--- src/rtl/regfile_pkg.sv ---
// Shared definitions for the register-file read side: widths, index/data
// types and the write-vector legality checks used by every block.
package regfile_pkg;

   localparam int DATA_W = 32;
   localparam int NREG   = 32;
   localparam int IDX_W  = $clog2(NREG);

   typedef logic [IDX_W-1:0]  reg_idx_t;
   typedef logic [DATA_W-1:0] reg_data_t;

   localparam reg_idx_t REG_ZERO = 5'd0;

   // Bit 0 of the write vector targets the hardwired zero register and is
   // ignored, so legality looks only at bits NREG-1..1.
   function automatic logic is_legal_write(input logic [NREG-1:0] we);
      return $countones(we[NREG-1:1]) == 1;
   endfunction

   function automatic logic is_multi_write(input logic [NREG-1:0] we);
      return $countones(we[NREG-1:1]) > 1;
   endfunction

endpackage

--- src/rtl/regfile_read_mux.sv ---
// One read port: selects a stored register, bypasses a same-cycle legal write
// to that register, and forces register 0 to read as zero.
module regfile_read_mux #(
   parameter int DATA_W = 32,
   parameter int NREG   = 32
) (
   input  logic [$clog2(NREG)-1:0] index,
   input  logic [DATA_W-1:0]       storage [NREG],
   input  logic                    write_legal,
   input  logic [NREG-1:0]         write_en,
   input  logic [DATA_W-1:0]       write_data,
   output logic [DATA_W-1:0]       data,
   output logic                    write_hit
);
   import regfile_pkg::*;

   assign write_hit = write_legal && (index != REG_ZERO) && write_en[index];

   always_comb begin
      if (index == REG_ZERO) begin
         data = '0;
      end else if (write_hit) begin
         data = write_data;
      end else begin
         data = storage[index];
      end
   end

endmodule

--- src/rtl/regfile_read_unit.sv ---
// Register file read unit: storage for r1..r31, pending-write scoreboard that
// gates issue, and two registered operand ports with same-cycle write bypass.
module regfile_read_unit #(
   parameter int DATA_W = 32,
   parameter int NREG   = 32
) (
   input  logic                    clk,
   input  logic                    rst,
   input  logic [NREG-1:0]         WriteEn,
   input  logic [DATA_W-1:0]       WriteData,
   input  logic                    IssueValid,
   input  logic [$clog2(NREG)-1:0] ReadReg1,
   input  logic [$clog2(NREG)-1:0] ReadReg2,
   input  logic [$clog2(NREG)-1:0] IssueDst,
   input  logic                    IssueDstValid,
   output logic                    IssueReady,
   output logic                    ReadValid,
   output logic [DATA_W-1:0]       ReadData1,
   output logic [DATA_W-1:0]       ReadData2,
   output logic [NREG-1:0]         PendingMask,
   output logic                    OneHotErr
);
   import regfile_pkg::*;

   logic [DATA_W-1:0] regs [NREG];
   logic [NREG-1:0]   pending;
   logic [NREG-1:0]   pending_next;
   logic              write_legal;
   logic              write_multi;
   logic [DATA_W-1:0] port1_data;
   logic [DATA_W-1:0] port2_data;
   logic              port1_hit;
   logic              port2_hit;
   logic              hazard1;
   logic              hazard2;
   logic              accept;

   assign write_legal = is_legal_write(WriteEn);
   assign write_multi = is_multi_write(WriteEn);

   regfile_read_mux #(.DATA_W(DATA_W), .NREG(NREG)) u_port1 (
      .index      (ReadReg1),
      .storage    (regs),
      .write_legal(write_legal),
      .write_en   (WriteEn),
      .write_data (WriteData),
      .data       (port1_data),
      .write_hit  (port1_hit)
   );

   regfile_read_mux #(.DATA_W(DATA_W), .NREG(NREG)) u_port2 (
      .index      (ReadReg2),
      .storage    (regs),
      .write_legal(write_legal),
      .write_en   (WriteEn),
      .write_data (WriteData),
      .data       (port2_data),
      .write_hit  (port2_hit)
   );

   // A source waiting on writeback stops stalling in the cycle its write lands.
   assign hazard1    = (ReadReg1 != REG_ZERO) && pending[ReadReg1] && !port1_hit;
   assign hazard2    = (ReadReg2 != REG_ZERO) && pending[ReadReg2] && !port2_hit;
   assign IssueReady = !hazard1 && !hazard2;
   assign accept     = IssueValid && IssueReady;

   // NOTE: every always_comb output gets a default first; a path that skips an
   // assignment would otherwise infer a latch.
   always_comb begin
      pending_next = pending;
      if (write_legal) begin
         pending_next = pending_next & ~WriteEn;
      end
      if (accept && IssueDstValid && (IssueDst != REG_ZERO)) begin
         pending_next[IssueDst] = 1'b1;
      end
      pending_next[0] = 1'b0;
   end

   // NOTE: this storage array is reset on purpose because architectural
   // registers must read 0 after reset; plain RAMs normally are not reset.
   always_ff @(posedge clk) begin
      if (rst) begin
         for (int i = 0; i < NREG; i++) begin
            regs[i] <= '0;
         end
      end else if (write_legal) begin
         for (int i = 1; i < NREG; i++) begin
            if (WriteEn[i]) begin
               regs[i] <= WriteData;
            end
         end
      end
   end

   always_ff @(posedge clk) begin
      if (rst) begin
         pending   <= '0;
         ReadValid <= 1'b0;
         ReadData1 <= '0;
         ReadData2 <= '0;
         OneHotErr <= 1'b0;
      end else begin
         pending   <= pending_next;
         ReadValid <= accept;
         if (accept) begin
            ReadData1 <= port1_data;
            ReadData2 <= port2_data;
         end
         if (write_multi) begin
            OneHotErr <= 1'b1;
         end
      end
   end

   assign PendingMask = pending;

endmodule
--- config.mk ---
export PLATFORM = sky130hd
export DESIGN_NAME = regfile_read_unit
export DESIGN_NICKNAME = d
export VERILOG_FILES = /design/src/rtl/regfile_pkg.sv /design/src/rtl/regfile_read_mux.sv /design/src/rtl/regfile_read_unit.sv
export SDC_FILE = /design/constraint.sdc
export NUM_CORES = 2
export LEC_CHECK = 0
export ABC_AREA = 1
export BUFFER_PORTS_ARGS = -buffer_cell sky130_fd_sc_hd__buf_2
export CORE_MARGIN = 2
export CORE_UTILIZATION = 50
export DETAILED_ROUTE_END_ITERATION = 8
export PLACE_DENSITY = 0.67
export RECOVER_POWER = 50
export SETUP_SLACK_MARGIN = 0.05
export SYNTH_ARGS = -nofsm -noshare
export SYNTH_HDL_FRONTEND = slang
export SYNTH_HIERARCHICAL = 1
export SYNTH_SLANG_ARGS = --single-unit
--- constraint.sdc ---
create_clock -name clk -period 11.2 [get_ports clk]
set_input_delay 2.24 -clock clk [delete_from_list [all_inputs] [get_ports clk]]
set_output_delay 2.24 -clock clk [all_outputs]
set_load 0.02 [all_outputs]
==> impl_metrics.toml <==
[critical_path]
end_kind = "output pin"
critPathMaxFanout = 33
path_class = "input pin to output pin"
worstPathRequired_ns = 8.96
cp-start-kind = "input pin"
worst_ep_arrival_time_ns = 7.97

[outcome]
outcome = "finished, violations left"
violations = "capacitance limit, slew limit"

[routing]
antenna_left = 0
vias = 70139
drtPass1Iterations = 9
wl_per_cell_um = 22.0
post_drt_via_cell_ratio = 5.79
drc_errors = 0
initialDrtViolationCount = 8830
routed_wl_mm = 266

[floorplanning]
num_io_pins = 182
die_x_um = 379
dieArea_mm2 = 0.143
initial_core_util_pct = 50.3
die_h_um = 379
rows = 137
coreArea_mm2 = 0.139

[clock_network]
root_buffer = "clkbuf_16"
cts_buffers = 120
cts_setup_buffers = 0
clk_latency_ns = 0.77
clk_path_buf_depth = 3
cts_sinks = 1089
cts_tree = "yes"
path_clk_slew_ns = 0.06
holdBufCountCts = 0
cts-resized-gates = 0
htreeDepth = 3

[sta]
max_clock_freq_mhz = 98.0
finalSetupViolations = 0
max_slew.worst_pin.slew_ns = 3.70
fin_crit_sh_pct = 91.1
fin_skew_ns = 0.0463
rsz0062_at_grt = "no"
hold_viol_final = 0
maxSlewViolCount = 1115
max_slew_margin_pct = -147
finalSetupTns_ns = 0
period_needed_ns = 10.21
setup_ws_ns = 0.994

[pwr]
p_per_area_mw_per_mm2 = 187
leakagePower_nw = 27.3
vdd_ir_drop_max_uv = 179

[run]
cap_viol_max_count = 31

[synth]
ys_seq_area_share_pct = 31.1
yosysWarnings = 6
synth_seq_cells = 1089
synthMuxAreaShare_pct = 0
syn_area_mm2 = 0.0701
synth-adder-area-share_pct = 0.753
avgSynthCellArea_um2 = 6.64
yosysUniqueCellTypes = 34
synth_compound_area_share_pct = 19.0
syn_inst = 10560
synth_top_family_by_area = "simple AND/OR/NAND/NOR gates"
synth_xor_area_share_pct = 0
synth-simple-area-share_pct = 35.0

[placement]
gp_routability_congestion = 0.929
dp_hpwl_mm = 149
place_ws_ns = 1.36
io_buffers = 180

[global_route]
first_global_vias = 64011
grt_start_max_net_pins = 171
grt_usage_pct = 35.6
grt_pass1_wl_mm = 392
grt-ovfl-total = 0
antenna_found_initial = 12

[cells_and_area]
fin_util_pct = 52.3
num-nets-final = 10232
drive_gt1_share_pct = 11.8
area_growth_pct = 4.02

[min_path]
hold_path.class = "register to register"
==> worst max-delay path: stages <==
cell and delay (ns):
clkbuf_1 0.17, inv_1 0.09, fa_1 0.54, inv_1 0.06, fa_1 0.39, inv_1 0.08
fa_1 0.43, fa_1 0.51, fa_1 0.43, fa_1 0.51, inv_1 0.05, ha_1 0.17
or4_1 0.56, nor3_1 0.38, nand2_1 0.12, inv_2 0.47, nand3_1 0.19, inv_1 0.10
inv_1 0.04, nand2_1 0.11, nand2_1 0.07, inv_1 0.07, buf_2 0.16
==> placed cells by master (no fill, tap or decap), types with 7 or more instances in the layout <==
master | synthesis | final
fa_1 | 22 | 22
buf_2 | 383 | 73
nand2_1 | 2747 | 2776
o21ai_1 | 42 | 42
nor2_1 | 1692 | 1692
nand4_1 | 121 | 121
o21ai_0 | 52 | 52
clkbuf_1 | 317 | 131
buf_4 | 49 | 110
clkinv_2 | 0 | 23
a21oi_1 | 199 | 199
dfxtp_1 | 1089 | 1089
conb_1 | 1 | 65
a211oi_2 | 870 | 783
ha_1 | 7 | 7
nor3_1 | 9 | 10
inv_2 | 17 | 15
buf_12 | 3 | 11
clkbuf_16 | 0 | 123
nand3_1 | 1312 | 1312
clkbuf_8 | 0 | 32
a211oi_1 | 122 | 209
bufinv_16 | 0 | 10
inv_1 | 1279 | 1275
==> state kept, by name, summed over array words and instances, names as in the netlist <==
register	flops
PendingMask	31
ReadData2	32
OneHotErr	1
regs	992
ReadData1	32
ReadValid	1
==> logic make-up (layout without fill, tap and decap cells) <==
logic type	after synthesis	count (layout)
and+or+nand+nor	5928	5928
buffers and inverters	2224	1822
AOI/OAI and AO/OA	1289	1289
DFF	1089	1089
adders and majority gates	29	29
other	1	71
==> cell usage after synthesis, drive strengths merged <==
library cell	number	area (µm²)
ha	7	87.6
nand3	1314	6590
conb	1	3.75
a21boi	1	7.51
dfxtp	1089	21800
nor2	1696	6400
or2	1	6.26
a21oi	199	996
nand4	121	757
nand2	2784	10700
nor3	10	61.3
fa	22	440
o21ai	94	470
inv	1296	4860
buf	605	3900
nand3b	1	7.51
a31oi	1	6.26
a211oi	992	11800
or4	1	11.3
o211ai	2	15.0
clkinv	6	22.5
clkbuf	317	1190
==> path summary, 6_finish.rpt <==
check | start | end | slack [ns] | depth (start not counted)
worst max register to register | PendingMask[9]$_SDFF_PP0_ | ReadData1[15]$_SDFFE_PP0P_ | 8.43 | 13
worst min register to register | ReadData1[30]$_SDFFE_PP0P_ | ReadData1[30]$_SDFFE_PP0P_ | 0.47 | 2
worst min-delay path | ReadData1[30]$_SDFFE_PP0P_ | ReadData1[30]$_SDFFE_PP0P_ | 0.47 | 2
worst max-delay path | WriteEn[6] | IssueReady | 0.99 | 23
==> per-stage QoR <==
| step | power (W) | hold WS (ns) | cells | cell area, µm² |
|---|---|---|---|---|
| CTS | 0.0136 | 0.466 | 12098 | 73700 |
| global placement | 0.00931 | 0.450 | 11874 | 69600 |
| floorplan | 0.00839 | 0.447 | 10624 | 70400 |
| global route | 0.0142 | 0.485 | 12099 | 72900 |
| detailed placement | 0.00942 | 0.457 | 11874 | 69600 |
| finish | 0.0136 | 0.469 | 12104 | 73000 |
==> final cells by class <==
class / count / area, µm²
multi-input combinational: 7311 / 37900
sequential: 1089 / 21800
inverter: 1302 / 4920
timing repair buffer: 296 / 1840
tap: 1876 / 2350
clock buffer: 188 / 3640
clock inverter: 36 / 462
antenna: 6 / 15.0
fill: 13727 / 66400
==> report_power, final <==
part / switching (W) / total (W) / leakage [nW] / internal [W]
clock: 0.00175 / 0.00420 / 2.03 / 0.00245
sequential: 0.000527 / 0.00515 / 8.79 / 0.00462
combinational: 0.00286 / 0.00427 / 16.5 / 0.00141
==> per-layer routing <==
layer	vias to the layer above	share of wire [%]	GRT usage (%)	routed length [µm]
met3	962	12	7.35	32600
met5	-	0.014	0	37
met1	32059	38	45.6	102000
met4	6	7.2	22.1	19200
li1	32661	-	-	-
met2	4451	42	54.6	112000
Power figures use the tool's default switching activity.
